File: src/rtl/doce_mac_tbl_pkg.sv
// Shared definitions for the DoCE transport-layer MAC/ID table: word layout,
// error codes and the configuration master's FSM states.
package doce_mac_tbl_pkg;

  localparam int NUM_WORDS = 13;

  // Word index layout: 0..7 interleaved mac_n_low/mac_n_high, 8..11 ip_n, 12 valid mask
  localparam logic [3:0] IDX_IP0   = 4'd8;
  localparam logic [3:0] IDX_VALID = 4'd12;
  localparam logic [3:0] IDX_LAST  = 4'(NUM_WORDS - 1);

  localparam logic [1:0] ERR_OK       = 2'd0;
  localparam logic [1:0] ERR_RESP     = 2'd1;
  localparam logic [1:0] ERR_MISMATCH = 2'd2;
  localparam logic [1:0] ERR_TIMEOUT  = 2'd3;

  typedef enum logic [2:0] {
    IDLE    = 3'd0,
    WR_REQ  = 3'd1,
    WR_RESP = 3'd2,
    RD_REQ  = 3'd3,
    RD_RESP = 3'd4,
    DONE    = 3'd5
  } state_t;

  function automatic logic [9:0] word_offset(input logic [9:0] base, input logic [3:0] idx);
    return base + {4'b0000, idx, 2'b00};
  endfunction

endpackage

File: src/rtl/mac_tbl_word_sel.sv
// Maps a table word index to its register offset and the data word that
// belongs there, taken from the shadowed node configuration.
module mac_tbl_word_sel
  import doce_mac_tbl_pkg::*;
#(
  parameter logic [9:0] BASE_ADDR = 10'h200
) (
  input  logic [3:0]   idx_i,
  input  logic [191:0] mac_i,
  input  logic [127:0] ip_i,
  input  logic [3:0]   valid_i,
  output logic [9:0]   offset_o,
  output logic [31:0]  data_o
);

  logic [47:0] mac_sel;
  logic [31:0] ip_sel;

  always_comb begin
    case (idx_i[2:1])
      2'd0:    mac_sel = mac_i[47:0];
      2'd1:    mac_sel = mac_i[95:48];
      2'd2:    mac_sel = mac_i[143:96];
      default: mac_sel = mac_i[191:144];
    endcase
  end

  always_comb begin
    case (idx_i[1:0])
      2'd0:    ip_sel = ip_i[31:0];
      2'd1:    ip_sel = ip_i[63:32];
      2'd2:    ip_sel = ip_i[95:64];
      default: ip_sel = ip_i[127:96];
    endcase
  end

  always_comb begin
    offset_o = word_offset(BASE_ADDR, idx_i);
    data_o   = '0;
    if (idx_i < IDX_IP0) begin
      // Odd index is the high half of the node's MAC, zero-padded
      data_o = idx_i[0] ? {16'h0000, mac_sel[47:32]} : mac_sel[31:0];
    end else if (idx_i < IDX_VALID) begin
      data_o = ip_sel;
    end else if (idx_i == IDX_VALID) begin
      data_o = {28'h0, valid_i};
    end
  end

endmodule

File: src/rtl/mac_table_cfg_master.sv
// AXI-Lite initiator that loads the MAC/ID table (4 nodes + valid mask) on a
// start pulse and optionally reads every word back to confirm it.
module mac_table_cfg_master
  import doce_mac_tbl_pkg::*;
#(
  parameter logic [9:0] BASE_ADDR = 10'h200,
  parameter int         TIMEOUT   = 1024
) (
  input  logic         clk,
  input  logic         reset,
  input  logic         start,
  input  logic         verify_en,
  input  logic [191:0] cfg_mac,
  input  logic [127:0] cfg_ip,
  input  logic [3:0]   cfg_valid,
  output logic         busy,
  output logic         done,
  output logic [1:0]   err_code,
  output logic [9:0]   err_addr,
  output logic [2:0]   dbg_state_o,
  output logic [31:0]  m_axi_lite_awaddr,
  output logic         m_axi_lite_awvalid,
  input  logic         m_axi_lite_awready,
  output logic [31:0]  m_axi_lite_wdata,
  output logic [3:0]   m_axi_lite_wstrb,
  output logic         m_axi_lite_wvalid,
  input  logic         m_axi_lite_wready,
  input  logic [1:0]   m_axi_lite_bresp,
  input  logic         m_axi_lite_bvalid,
  output logic         m_axi_lite_bready,
  output logic [31:0]  m_axi_lite_araddr,
  output logic         m_axi_lite_arvalid,
  input  logic         m_axi_lite_arready,
  input  logic [31:0]  m_axi_lite_rdata,
  input  logic [1:0]   m_axi_lite_rresp,
  input  logic         m_axi_lite_rvalid,
  output logic         m_axi_lite_rready
);

  localparam logic [15:0] TO_LAST = 16'(TIMEOUT - 1);

  state_t       state_q, state_d;
  logic [3:0]   idx_q, idx_d;
  logic [15:0]  cnt_q, cnt_d;
  logic         aw_done_q, aw_done_d;
  logic         w_done_q, w_done_d;
  logic         busy_q, busy_d;
  logic         done_q, done_d;
  logic [1:0]   err_code_q, err_code_d;
  logic [9:0]   err_addr_q, err_addr_d;
  logic [191:0] mac_q;
  logic [127:0] ip_q;
  logic [3:0]   valid_q;
  logic         verify_q;

  logic [9:0]   word_off;
  logic [31:0]  word_data;
  logic         accept;
  logic         timeout;
  logic         last;

  mac_tbl_word_sel #(
    .BASE_ADDR(BASE_ADDR)
  ) u_word_sel (
    .idx_i   (idx_q),
    .mac_i   (mac_q),
    .ip_i    (ip_q),
    .valid_i (valid_q),
    .offset_o(word_off),
    .data_o  (word_data)
  );

  assign accept  = (state_q == IDLE) && start;
  assign timeout = (cnt_q == TO_LAST);
  assign last    = (idx_q == IDX_LAST);

  always_ff @(posedge clk or posedge reset) begin
    if (reset) state_q <= IDLE;
    else       state_q <= state_d;
  end

  // Handshakes: a transfer happens on a rising edge where valid and ready are
  // both high. Valids are raised without looking at ready and held until their
  // own handshake; AW and W are tracked separately and may finish in any order.
  // The only early drop is a timeout abort, which leaves the bus to be reset.
  always_comb begin
    state_d    = state_q;
    idx_d      = idx_q;
    aw_done_d  = aw_done_q;
    w_done_d   = w_done_q;
    busy_d     = busy_q;
    done_d     = done_q;
    err_code_d = err_code_q;
    err_addr_d = err_addr_q;
    case (state_q)
      IDLE: begin
        if (start) begin
          state_d    = WR_REQ;
          idx_d      = '0;
          busy_d     = 1'b1;
          done_d     = 1'b0;
          err_code_d = ERR_OK;
          err_addr_d = '0;
        end
      end
      WR_REQ: begin
        aw_done_d = aw_done_q | (m_axi_lite_awvalid & m_axi_lite_awready);
        w_done_d  = w_done_q | (m_axi_lite_wvalid & m_axi_lite_wready);
        if (aw_done_d && w_done_d) begin
          state_d = WR_RESP;
        end else if (timeout) begin
          state_d    = DONE;
          err_code_d = ERR_TIMEOUT;
          err_addr_d = word_off;
        end
      end
      WR_RESP: begin
        if (m_axi_lite_bvalid) begin
          if (m_axi_lite_bresp != 2'b00) begin
            state_d    = DONE;
            err_code_d = ERR_RESP;
            err_addr_d = word_off;
          end else if (last) begin
            state_d = verify_q ? RD_REQ : DONE;
            idx_d   = '0;
          end else begin
            state_d = WR_REQ;
            idx_d   = idx_q + 4'd1;
          end
        end else if (timeout) begin
          state_d    = DONE;
          err_code_d = ERR_TIMEOUT;
          err_addr_d = word_off;
        end
      end
      RD_REQ: begin
        if (m_axi_lite_arready) begin
          state_d = RD_RESP;
        end else if (timeout) begin
          state_d    = DONE;
          err_code_d = ERR_TIMEOUT;
          err_addr_d = word_off;
        end
      end
      RD_RESP: begin
        if (m_axi_lite_rvalid) begin
          if (m_axi_lite_rresp != 2'b00) begin
            state_d    = DONE;
            err_code_d = ERR_RESP;
            err_addr_d = word_off;
          end else if (m_axi_lite_rdata != word_data) begin
            state_d    = DONE;
            err_code_d = ERR_MISMATCH;
            err_addr_d = word_off;
          end else if (last) begin
            state_d = DONE;
          end else begin
            state_d = RD_REQ;
            idx_d   = idx_q + 4'd1;
          end
        end else if (timeout) begin
          state_d    = DONE;
          err_code_d = ERR_TIMEOUT;
          err_addr_d = word_off;
        end
      end
      DONE: begin
        state_d = IDLE;
      end
      default: begin
        state_d = IDLE;
      end
    endcase

    // Per-word handshake flags only live while a write request is open
    if (state_d != WR_REQ) begin
      aw_done_d = 1'b0;
      w_done_d  = 1'b0;
    end
    if (state_d == DONE) begin
      busy_d = 1'b0;
      done_d = 1'b1;
    end
    if ((state_d != state_q) || (state_q == IDLE)) cnt_d = '0;
    else                                           cnt_d = cnt_q + 16'd1;
  end

  always_comb begin
    m_axi_lite_awvalid = (state_q == WR_REQ) && !aw_done_q;
    m_axi_lite_wvalid  = (state_q == WR_REQ) && !w_done_q;
    m_axi_lite_bready  = (state_q == WR_RESP);
    m_axi_lite_arvalid = (state_q == RD_REQ);
    m_axi_lite_rready  = (state_q == RD_RESP);
    m_axi_lite_awaddr  = '0;
    m_axi_lite_wdata   = '0;
    m_axi_lite_wstrb   = '0;
    m_axi_lite_araddr  = '0;
    if (state_q == WR_REQ) begin
      m_axi_lite_awaddr = {22'h0, word_off};
      m_axi_lite_wdata  = word_data;
      m_axi_lite_wstrb  = 4'hF;
    end
    if (state_q == RD_REQ) begin
      m_axi_lite_araddr = {22'h0, word_off};
    end
  end

  always_ff @(posedge clk or posedge reset) begin
    if (reset) begin
      idx_q      <= '0;
      cnt_q      <= '0;
      aw_done_q  <= 1'b0;
      w_done_q   <= 1'b0;
      busy_q     <= 1'b0;
      done_q     <= 1'b0;
      err_code_q <= ERR_OK;
      err_addr_q <= '0;
    end else begin
      idx_q      <= idx_d;
      cnt_q      <= cnt_d;
      aw_done_q  <= aw_done_d;
      w_done_q   <= w_done_d;
      busy_q     <= busy_d;
      done_q     <= done_d;
      err_code_q <= err_code_d;
      err_addr_q <= err_addr_d;
    end
  end

  // Shadow copy so the caller may change cfg_* while the table is being loaded
  always_ff @(posedge clk or posedge reset) begin
    if (reset) begin
      mac_q    <= '0;
      ip_q     <= '0;
      valid_q  <= '0;
      verify_q <= 1'b0;
    end else if (accept) begin
      mac_q    <= cfg_mac;
      ip_q     <= cfg_ip;
      valid_q  <= cfg_valid;
      verify_q <= verify_en;
    end
  end

  assign busy        = busy_q;
  assign done        = done_q;
  assign err_code    = err_code_q;
  assign err_addr    = err_addr_q;
  assign dbg_state_o = state_q;

endmodule

File: config.mk
export PLATFORM = sky130hd
export DESIGN_NAME = mac_table_cfg_master
export DESIGN_NICKNAME = d
export VERILOG_FILES = /design/src/rtl/doce_mac_tbl_pkg.sv /design/src/rtl/mac_tbl_word_sel.sv /design/src/rtl/mac_table_cfg_master.sv
export SDC_FILE = /design/constraint.sdc
export NUM_CORES = 1
export LEC_CHECK = 0
export CORE_ASPECT_RATIO = 0.5
export CORE_MARGIN = 4
export CORE_UTILIZATION = 50
export DETAILED_ROUTE_END_ITERATION = 12
export DONT_BUFFER_PORTS = 1
export PLACE_DENSITY_LB_ADDON = 0.1
export SLEW_MARGIN = 40
export SYNTH_ARGS = -nofsm -noshare
export SYNTH_HDL_FRONTEND = slang
export SYNTH_HIERARCHICAL = 1
export SYNTH_SLANG_ARGS = --single-unit
File: constraint.sdc
create_clock -name clk -period 11.1 [get_ports clk]
set_input_delay 0.555 -clock clk [delete_from_list [all_inputs] [get_ports clk]]
set_output_delay 0.555 -clock clk [all_outputs]
set_load 0.1 [all_outputs]
==> impl_results.rst, run 1 <==
.. list-table::
   :header-rows: 1

   * - Metric
     - Value
   * - Final net count
     - 2,270
   * - Number of buffers created by CTS
     - 35
   * - Area of the mapped netlist
     - 17,890 um^2
   * - Hold Crit Depth
     - 2
   * - Synth Instances
     - 1,960
   * - Time the worst path needs with I/O delays and setup
     - 4.825 ns
   * - Vias after detailed routing
     - 13,200
   * - Main flop type after synthesis
     - dfrtp_1
   * - Total area of multi-input combinational cells
     - 8045 um^2
   * - Seq/Total Area, Yosys
     - 0.5092
   * - Worst EP required
     - 11.52 ns
   * - Critical Path Stages
     - 11
   * - TritonRoute pass-1 iters
     - 5
   * - Residual antenna-violating net count after detailed routing
     - 0
   * - Worst slack, placed
     - 6.329 ns
   * - Clock edge transition at the registers on the reported setup and hold paths
     - 0.07 ns
   * - Count of clock tree sinks
     - 364
   * - Crit path setup slack, layout
     - 6.275 ns
   * - Crit path DAT
     - 5.25 ns
   * - Final Instance Area
     - 19,260 um^2
   * - Crit path max-delay family
     - simple AND/OR/NAND/NOR gates
   * - CTS HTree Levels
     - 2
   * - GR Util met1
     - 0.3628
   * - Count of warnings emitted by yosys
     - 6
   * - Met3 Use GR
     - 0.06691
   * - Most used routing layer
     - met2
   * - Mean area per synthesized cell
     - 9.126 um^2
   * - Synth cell types
     - 60
   * - Layout cell share with drive strength beyond 1
     - 0.1191
   * - Y dimension of the die
     - 141.7 um
   * - PD cells
     - 337.6 nW/um^2
   * - Half-perimeter wire length of the detailed placement result
     - 39.83 mm
   * - Highest Clock Rate
     - 207.2 MHz
   * - Via density per instance
     - 5.499
   * - Critical path buffer and inverter count
     - 2
   * - Top-level port count
     - 491
   * - Maximum single-stage delay on the critical path
     - 0.90 ns
   * - Total negative slack for setup checks
     - 0 ns
   * - Cell occurring most often along the worst timing path
     - buf_4
   * - Filler cell count
     - 3,185
   * - Count of cells resized by post-cts repair
     - 0
   * - Max rail drop VDD
     - 0.3382 mV
   * - DRC
     - 0
   * - Worst reg-to-reg setup slack
     - 6.27 ns
   * - Total of endpoints with negative setup slack in the final report
     - 0
   * - Final routed wire length divided by cell count
     - 22.38 um
   * - Setup crit start kind
     - register
   * - Worst min path class
     - in -> reg
   * - Die Outline Area
     - 39,050 um^2
   * - Worst reg2reg path startpoint
     - idx_q[0]
   * - Growth of design area from synthesis to finish
     - 7.681%
   * - Unrepaired setup endpoints after global routing
     - no
   * - Sum of overflow across all layers after global routing
     - 0
   * - Critical path, cell by cell
     - buf_4 -> mux4_2 -> a22oi_1 -> nand2_1 -> xnor2_1 -> nand4_1 -> nor4_1 -> buf_4 -> nand4_2 -> and3_1 -> a22o_1
   * - Maximum number of pins on one net before global-route repair
     - 217
   * - Number of max-cap violations
     - 0
   * - Post-synthesis async set-or-reset flop share
     - 1.000
   * - Status
     - complete, no violations
   * - Number of enable flip-flop cells after synthesis
     - 0
   * - Met2 Usage GRT
     - 0.4430
   * - Setup bufs post-CTS
     - 0
   * - Tightest Pin Transition
     - 0.9680 ns
   * - Worst Path Max Fanout
     - 46
   * - # port buffers
     - 0
   * - Flop and latch count out of synthesis
     - 364
   * - Worst Hold End
     - ip_q[77]
   * - Clock tree from TritonCTS
     - done
   * - Bufs on Longest Clock Path
     - 3
   * - X dimension of the die
     - 275.5 um
   * - Clock Latency Late Sink
     - 0.54 ns
   * - Final period utilization
     - 0.4347
   * - Total detailed-routing wirelength
     - 53.72 mm
   * - Start point of the worst min-delay path
     - cfg_ip[77]
   * - Slew Viols, Final
     - 0
   * - Floorplan core area
     - 34,890 um^2
   * - Root Driver
     - clkbuf_16
   * - Initial core utilization
     - 0.5126
   * - Cell row count
     - 48
   * - Leak pwr
     - 9.539 nW
   * - Initial antenna violation count
     - 6
   * - Hold Vio Cnt, Final
     - 0
   * - Type of the setup path with the least slack
     - reg -> reg
   * - Start point of the critical path
     - idx_q[0]
   * - Setup Skew
     - 0.02848 ns
   * - GR Util All Layers
     - 0.2719
   * - First-pass GRT wire length
     - 79.71 mm
   * - Max-slew headroom
     - 0.3569
   * - Slowest stage cell, crit path
     - dfrtp_4
   * - Initial drt markers
     - 1,084
   * - Cell area after placement
     - 18,050 um^2
   * - Length in cells of the worst reg-to-reg path
     - 11
   * - Total power after layout
     - 6.503 mW
   * - Sort of element at the end of the critical path
     - register
   * - Via count of the first global-routing pass
     - 13,030
   * - RD Place Congestion
     - 0.8972
   * - Register cell area after layout
     - 9135 um^2
   * - Endpoint of the worst-slack reg-to-reg timing path
     - err_addr[9]
stage by stage:
step / hold WS [ns] / std cells / utilization
finish: 0.1191 / 2400 / 0.5520
global route: 0.1020 / 2400 / 0.5520
CTS: 0.06978 / 2395 / 0.5502
detailed placement: 0.4588 / 2334 / 0.5172
global placement: 0.4531 / 2334 / 0.5139
floorplan: 0.4373 / 2007 / -
placed cells by master, fill, tap and decap left out, drive strengths merged, types with 14 or more instances in the layout:
| master | Yosys | routed |
|---|---|---|
| and3 | 17 | 17 |
| nor2 | 41 | 41 |
| mux4 | 74 | 74 |
| nand2 | 1014 | 1014 |
| clkbuf | 82 | 56 |
| and2 | 46 | 46 |
| xnor2 | 39 | 39 |
| conb | 3 | 50 |
| nand4 | 14 | 14 |
| dfrtp | 364 | 364 |
| buf | 88 | 22 |
| a22o | 27 | 27 |
where the power goes:
part | leakage [nW] | internal, mW | switching [mW]
registers | 4.53 | 1.93 | 0.508
logic | 4.44 | 0.894 | 1.96
clock network | 0.569 | 0.695 | 0.517
total | 9.54 | 3.52 | 2.99
cell usage after synthesis (10+ instances only):
cell type,count,area share
nand2_1,1014,0.21
dfrtp_1,364,0.51
clkbuf_1,82,0.017
mux4_2,70,0.088
buf_4,65,0.027
and2_1,45,0.016
nor2_1,41,0.0086
xnor2_1,39,0.019
a22o_1,27,0.013
and3_1,17,0.0059
a21oi_1,13,0.0036
nand4_1,13,0.0045
a22oi_1,12,0.0050
nor2b_1,12,0.0042
inv_1,11,0.0023
nand3_1,11,0.0031
buf_2,10,0.0028
area by class of cell:
cell class,instances,area share
Tap cell,475,0.03086
Antenna cell,3,0.0003898
Multi-Input combinational cell,1460,0.4177
Clock inverter,6,0.003638
Timing Repair Buffer,24,0.01364
Sequential cell,364,0.4743
Inverter,13,0.003313
Clock buffer,55,0.05619
sequential cells by signal, summed over array words and instances, names as in the netlist, 2 cells and up:
name and flops:
idx_q 4, cnt_q 16, dbg_state_o 3, err_code 2
mac_q 192, valid_q 4, ip_q 128, err_addr 10
worst max path at each step:
stage             endpoint  slack (ns)
2_1_floorplan    aw_done_q        0.44
3_3_place_gp   err_addr[2]        6.24
3_5_place_dp   err_addr[3]        6.33
4_1_cts        err_addr[9]        6.30
5_1_grt        err_addr[9]        5.93
6_report       err_addr[9]        6.27
timing repair:
action | in CTS | in global routing
hold endpoints to repair | 0 | 4
setup endpoints to repair | 0 | 0
hold buffers | 0 | 1
kinds of logic (layout without fill, tap and decap cells):
family / count (synthesis) / after routing / synth area share
adders and majority gates: 3 / 3 / 0.002099
xor gates and xnor gates: 46 / 46 / 0.02252
and+or+nand+nor: 1180 / 1180 / 0.2657
DFF: 364 / 364 / 0.5092
buffers and inverters: 183 / 98 / 0.05666
muxes: 85 / 85 / 0.1004
AOI/OAI and AO/OA: 96 / 96 / 0.04274
other: 3 / 53 / 0.0006295
layer usage:
layer  wire [um]  vias to the layer above
met5          34                        -
met4        1753                        6
met3        3971                       93
met2       26100                      437
met1       21860                     6558
li1            -                     6103
No activity file was read; power rests on OpenSTA's default activity.
==> run 2: changes to the inputs <==
- clock period: 11.1 -> 4.93 ns (I/O delays scaled with it)
==> run 2 against run 1 <==
Net effect:
- hold slack worse by 0.095 ns
- sequential power rose by 130%
- count of clock-buffer cells in the layout down 7
- clock power is 130% higher
- fmax increased by 18%
- die area stayed put
- first-iteration DRC count increased by 37%
- routed wire length grew 11%
- power up 130%
- critical path depth is 1 lower
- cell count rose by 16%
- worst setup slack worse by 5.4 ns
==> impl_results.rst, run 2 (synthesis results as in run 1) <==
.. list-table::
   :header-rows: 1

   * - Metric
     - Value
   * - Maximum number of pins on one net before global-route repair
     - 192
   * - Worst min path class
     - in -> reg
   * - Clock tree from TritonCTS
     - done
   * - Start point of the critical path
     - idx_q[0]
   * - Number of max-cap violations
     - 0
   * - Post-Route Utilization
     - 0.6570
   * - Via density per instance
     - 5.442
   * - Worst reg-to-reg setup slack
     - 0.83 ns
   * - Cell area after placement
     - 18,350 um^2
   * - Number of flip-flops under the largest register name
     - 192
   * - Final routed wire length divided by cell count
     - 21.42 um
   * - Vias after detailed routing
     - 15,180
   * - Total power after layout
     - 15.20 mW
   * - Leak pwr
     - 11.15 nW
   * - Sum of overflow across all layers after global routing
     - 0
   * - Cell row count
     - 48
   * - Type of the setup path with the least slack
     - reg -> reg
   * - Time the worst path needs with I/O delays and setup
     - 4.103 ns
   * - Slowest stage cell, crit path
     - dfrtp_4
   * - First-pass GRT wire length
     - 90.40 mm
   * - Via count of the first global-routing pass
     - 15,340
   * - Initial drt markers
     - 1,488
   * - Hold Vio Cnt, Final
     - 0
   * - GR Util All Layers
     - 0.3031
   * - TritonRoute pass-1 iters
     - 5
   * - RD Place Congestion
     - 0.8895
   * - Total detailed-routing wirelength
     - 59.74 mm
   * - Count of cells resized by post-cts repair
     - 0
   * - Final net count
     - 2,648
   * - Floorplan core area
     - 34,890 um^2
   * - Status
     - complete, no violations
   * - Layout cell share with drive strength beyond 1
     - 0.1059
   * - Max rail drop VDD
     - 0.7332 mV
   * - Final Instance Area
     - 22,930 um^2
   * - Root Driver
     - clkbuf_16
   * - Crit path DAT
     - 4.52 ns
   * - Met2 Usage GRT
     - 0.4924
   * - Top-level port count
     - 491
   * - X dimension of the die
     - 275.5 um
   * - Critical path, cell by cell
     - mux4_2 -> a22oi_1 -> nand2_1 -> xnor2_1 -> nand4_1 -> nor4_1 -> buf_4 -> nand4_2 -> and3_1 -> a22o_1
   * - Length in cells of the worst reg-to-reg path
     - 10
   * - Worst Path Max Fanout
     - 40
   * - PD cells
     - 662.8 nW/um^2
   * - Bufs on Longest Clock Path
     - 3
   * - # port buffers
     - 0
   * - Clock edge transition at the registers on the reported setup and hold paths
     - 0.07 ns
   * - Number of buffers created by CTS
     - 35
   * - Critical path endpoint
     - err_addr[9]
   * - Total of endpoints with negative setup slack in the final report
     - 0
   * - Worst EP required
     - 5.35 ns
   * - Maximum single-stage delay on the critical path
     - 0.93 ns
   * - Slew Viols, Final
     - 0
   * - Growth of design area from synthesis to finish
     - 28.17%
   * - Register with the most flip-flops
     - mac_q
   * - Setup crit start kind
     - register
   * - Met3 Use GR
     - 0.06201
   * - Hold slack final
     - 0.02360 ns
   * - Setup bufs post-CTS
     - 0
   * - Most used routing layer
     - met2
   * - Initial antenna violation count
     - 7
   * - Half-perimeter wire length of the detailed placement result
     - 40.89 mm
   * - Count of clock tree sinks
     - 364
   * - Worst reg2reg path startpoint
     - idx_q[0]
   * - Max-slew headroom
     - 0.3484
   * - Tightest Pin Transition
     - 0.9809 ns
   * - Endpoint of the worst-slack reg-to-reg timing path
     - err_addr[9]
   * - Clock Latency Late Sink
     - 0.54 ns
   * - CTS HTree Levels
     - 2
   * - Commonest non-fill, non-tap cell in the layout
     - nand2_1
   * - GR Util met1
     - 0.3945
   * - Highest-count cells in the layout ignoring fill and taps
     - 1,014 x nand2_1, 347 x dfrtp_1, 334 x dlygate4sd3_1
   * - Unrepaired setup endpoints after global routing
     - no
   * - Initial core utilization
     - 0.5126
   * - Residual antenna-violating net count after detailed routing
     - 0
   * - Final period utilization
     - 0.8323
   * - Die Outline Area
     - 39,050 um^2
   * - Highest Clock Rate
     - 243.7 MHz
   * - DRC
     - 0
   * - Regs by FF count
     - mac_q x192, ip_q x128, cnt_q x16
   * - Sort of element at the end of the critical path
     - register
   * - Setup Skew
     - 0.01384 ns
   * - Y dimension of the die
     - 141.7 um
   * - Filler cell count
     - 2,715
==> run 2: through the flow <==
| stage | setup TNS [ns] | instances | setup WS (ns) |
|---|---|---|---|
| after floorplan | -72.34 | 2007 | -0.1987 |
| after global placement | 0 | 2378 | 0.9243 |
| after detailed placement | 0 | 2378 | 0.9085 |
| after CTS | 0 | 2776 | 0.9050 |
| after global routing | 0 | 2785 | 0.6000 |
| final | 0 | 2789 | 0.8266 |
==> run 2: worst min path at each step <==
| stage | startpoint | to | depth (start not counted) |
|---|---|---|---|
| floorplan | cfg_ip[0] | ip_q[0] | 2 |
| global placement | reset | ip_q[29] | 1 |
| detailed placement | reset | ip_q[91] | 1 |
| CTS | m_axi_lite_arready | busy | 2 |
| global route | m_axi_lite_arready | busy | 2 |
| finish | m_axi_lite_arready | busy | 2 |
==> run 2: area by class of cell <==
cell class	count	area, um^2	area share
Sequential cell	364	9135	0.3985
Multi-Input combinational cell	1460	7989	0.3485
Timing Repair Buffer	402	3969	0.1731
Clock buffer	48	1005	0.04382
Tap cell	475	594.3	0.02592
Clock inverter	16	151.4	0.006604
Inverter	13	55.05	0.002401
Antenna cell	11	27.53	0.001201
==> run 2: worst max-delay path: cells and delay by family (launching register included) <==
kind / cells / cell delay [ns]
simple gates: 5 / 1.22
flops: 1 / 0.93
compound gates: 2 / 0.79
mux: 1 / 0.62
buf+inv: 1 / 0.20
xor+xnor: 1 / 0.17
==> run 2: per-layer routing <==
layer	vias to the layer above	share of wire
met2	636	0.48
met1	7468	0.39
met4	0	0.054
li1	6887	-
met5	-	0
met3	186	0.070
==> run 2: report_power, final <==
part	internal (mW)	switching [mW]
combinational	2.35	4.54
sequential	4.34	1.20
clock	1.55	1.21
==> run 2: timing repair <==
item | CTS | global route
endpoints found under the hold margin | 350 | 0
hold buffers | 334 | 0
setup endpoints to repair | 0 | 0
==> run 3: changes to the inputs <==
- ABC_AREA: unset -> 1
- clock period: 4.93 -> 3.85 ns (I/O delays scaled with it)
==> run 3 against run 2 <==
Net effect:
- the run now ends with max-slew violations left
- fmax is 15% higher
- global-route usage is 2.0 points higher
- largest power group unchanged
- final area is 4.7% higher
- count of clock-buffer cells in the layout is 1 lower
- die area is 4.6% higher
- non-clock buffer count is 24 higher
- area after synthesis is 4.8% higher
==> impl_results.rst, run 3 <==
.. list-table::
   :header-rows: 1

   * - Metric
     - Value
   * - Setup crit start kind
     - register
   * - Cell row count
     - 49
   * - Via density per instance
     - 5.332
   * - Violations in the final reports
     - max-slew violations
   * - Worst EP required
     - 4.29 ns
   * - Highest Clock Rate
     - 280.8 MHz
   * - Proportion of netlist area held by the largest area contributor
     - 0.4861
   * - Synth Area in Simple Gates
     - 0.3614
   * - Number of enable flip-flop cells after synthesis
     - 0
   * - Clock edge transition at the registers on the reported setup and hold paths
     - 0.07 ns
   * - Worst min path class
     - in -> reg
   * - Flop and latch count out of synthesis
     - 364
   * - Most common cell in the netlist
     - nand2_1
   * - Root Driver
     - clkbuf_16
   * - Die Outline Area
     - 40,830 um^2
   * - Leading cell types by count after synthesis
     - 1,361 x nand2_1, 364 x dfrtp_1, 175 x nor2_1, 117 x nand3_1, 108 x inv_1
   * - Tightest Pin Transition
     - 1.732 ns
   * - Crit path DAT
     - 4.00 ns
   * - Clock tree from TritonCTS
     - done
   * - # port buffers
     - 0
   * - PD cells
     - 902.1 nW/um^2
   * - Cells taking the most area after synthesis
     - dfrtp_1 49%, nand2_1 27%, nor2_1 3.5%
   * - Setup Skew
     - 0.01349 ns
   * - Final period utilization
     - 0.9252
   * - Hold Vio Cnt, Final
     - 0
   * - Count of clock tree sinks
     - 364
   * - Type of the setup path with the least slack
     - reg -> reg
   * - Mean area per synthesized cell
     - 7.207 um^2
   * - Commonest non-fill, non-tap cell in the layout
     - nand2_1
   * - Layout cell share with drive strength beyond 1
     - 0.08977
   * - Time the worst path needs with I/O delays and setup
     - 3.562 ns
   * - Sw Ratio
     - 0.5058
   * - First-pass GRT wire length
     - 102.4 mm
   * - Regs by FF count
     - mac_q x192, ip_q x128, cnt_q x16
   * - Cell occurring most often along the worst timing path
     - nand2_1
   * - Worst Path Max Fanout
     - 16
   * - Total of endpoints with negative setup slack in the final report
     - 0
   * - Clk network pwr share
     - 0.175
   * - Y dimension of the die
     - 144.9 um
   * - Top-level port count
     - 491
   * - Final routed wire length divided by cell count
     - 19.48 um
   * - Max-slew headroom
     - -0.1588
   * - Post-Route Utilization
     - 0.6592
   * - Post-Synth Adder-Cell Area
     - 0.002003
   * - Initial drt markers
     - 1,666
   * - Vias after detailed routing
     - 18,290
   * - Residual antenna-violating net count after detailed routing
     - 0
   * - Sort of element at the end of the critical path
     - register
   * - Sequential cell fraction of total power
     - 0.326
   * - Net switching power figure
     - 10.95 mW
   * - Critical path, cell by cell
     - inv_2 -> nor2_4 -> buf_4 -> nand2_1 -> nand3_1 -> nand2_1 -> nand3_1 -> nand2_1 -> inv_1 -> inv_1 -> nand2_1 -> nand2_1 -> nor2_1 -> nand2_1 -> nor2_1 -> nand2_1 -> nor2_1 -> nand3_1 -> nand2_1 -> nand2_1 -> nand2_1 -> nand3_4 -> nor3_1
   * - Maximum number of pins on one net before global-route repair
     - 189
   * - Growth of design area from synthesis to finish
     - 28.10%
   * - Count of warnings emitted by yosys
     - 6
   * - Post-synthesis async set-or-reset flop share
     - 1.000
   * - Number of flip-flops under the largest register name
     - 192
   * - Library cell with the largest summed area after synthesis
     - dfrtp_1
   * - GR Util All Layers
     - 0.3236
   * - Half-perimeter wire length of the detailed placement result
     - 44.84 mm
   * - Synth Instances
     - 2,600
   * - Highest-count cells in the layout ignoring fill and taps
     - 1,360 x nand2_1, 347 x dfrtp_1, 329 x dlygate4sd3_1
   * - Final net count
     - 3,289
   * - Total power after layout
     - 21.66 mW
   * - X dimension of the die
     - 281.8 um
   * - Via count of the first global-routing pass
     - 18,430
   * - Number of max-cap violations
     - 0
   * - CTS HTree Levels
     - 2
   * - Total detailed-routing wirelength
     - 66.80 mm
   * - Seq/Total Area, Yosys
     - 0.4861
   * - Area of the mapped netlist
     - 18,740 um^2
   * - Bufs on Longest Clock Path
     - 3
   * - Slowest stage cell, crit path
     - dfrtp_4
   * - Leak pwr
     - 12.42 nW
   * - Internal Power
     - 10.70 mW
   * - RD Place Congestion
     - 0.8885
   * - Initial antenna violation count
     - 3
   * - Share of power burned in combinational logic
     - 0.499
   * - Number of buffers created by CTS
     - 35
   * - Critical path buffer and inverter count
     - 4
   * - Slew Viols, Final
     - 10
   * - Combinational family with the most area after synthesis
     - simple AND/OR/NAND/NOR gates
   * - Status
     - finished with violations
   * - Sum of overflow across all layers after global routing
     - 0
   * - Maximum single-stage delay on the critical path
     - 0.59 ns
   * - Post-synthesis compound-gate area fraction
     - 0.05782
   * - DRC
     - 0
   * - Floorplan core area
     - 36,420 um^2
   * - TritonRoute pass-1 iters
     - 6
   * - Multiplexer fraction of the synthesized cell area
     - 0
   * - Main flop type after synthesis
     - dfrtp_1
   * - Clock Latency Late Sink
     - 0.53 ns
   * - Register with the most flip-flops
     - mac_q
   * - Synth cell types
     - 37
   * - Crit path max-delay family
     - simple AND/OR/NAND/NOR gates
   * - Max rail drop VDD
     - 0.5481 mV
   * - Xor and xnor area share after synthesis
     - 0.009815
   * - Initial core utilization
     - 0.5146
## run 3: metal layers
metal	share of wire	global-route usage	vias to the layer above
met5	0.00016	0	-
met4	0.065	0.1852	2
met3	0.059	0.05835	280
met2	0.49	0.5552	755
met1	0.39	0.3914	8662
li1	-	-	8590
## run 3: cell type report
type,instances,area [um^2]
flip-flops and latches,364,9135
clock inverters,14,232.7
inverters,120,466.7
diodes,5,12.51
repair buffers,426,4150
multi-input cells,1970,8402
fillers,3110,12410
well taps,484,605.6
clock buffers,47,1001
## run 3: power groups by stage
stage	logic [mW]	clock network [mW]	registers, mW
floorplan	7.88	0	6.70
global placement	10.2	0	7.04
detailed placement	10.4	0	7.05
CTS	10.7	3.83	7.01
global route	11.8	4.02	7.23
finish	10.8	3.79	7.05
## run 3: worst paths after layout
check | start | to | slack (ns) | cells after the start
max in group asynchronous | reset | busy | 2.52 | 3
worst max-delay path | idx_q[1] | cnt_q[4] | 0.29 | 23
worst min register to register | mac_q[121] | mac_q[121] | 0.47 | 2
min in group asynchronous | reset | mac_q[25] | 0.28 | 2
worst min-delay path | m_axi_lite_arready | dbg_state_o[0] | 0.06 | 5
worst max register to register | idx_q[1] | cnt_q[4] | 0.29 | 23
## run 3: what timing repair did
item / in CTS / in global routing
hold buffers: 329 / 0
endpoints found under the setup margin: 0 / 17
buffers inserted: 0 / 3
gates resized for setup: 0 / 5
hold endpoints to repair: 353 / 0
## run 3: kinds of logic after synthesis
logic type / Yosys count
flops: 364
fa+ha+maj: 3
simple gates: 1708
other cells: 3
buf+inv: 313
compound gates: 188
xor+xnor: 21
## run 3: through the flow
step	instance area (um^2)	setup slack [ns]	std cells	hold slack, ns	setup TNS, ns
after detailed placement	19420	0.1620	3032	0.2179	0
final	24010	0.2881	3430	0.05883	0
after global routing	24000	-0.004139	3427	0.09639	-0.004139
after floorplan	18920	-1.225	2647	0.3091	-445.80
after global placement	19400	0.2818	3032	0.2161	0
after CTS	23950	0.1615	3422	0.03519	0
## run 3: worst min-delay path, delay by kind of cell
| family | cells | cell delay, ns |
|---|---|---|
| AND/OR/NAND/NOR | 5 | 0.36 |
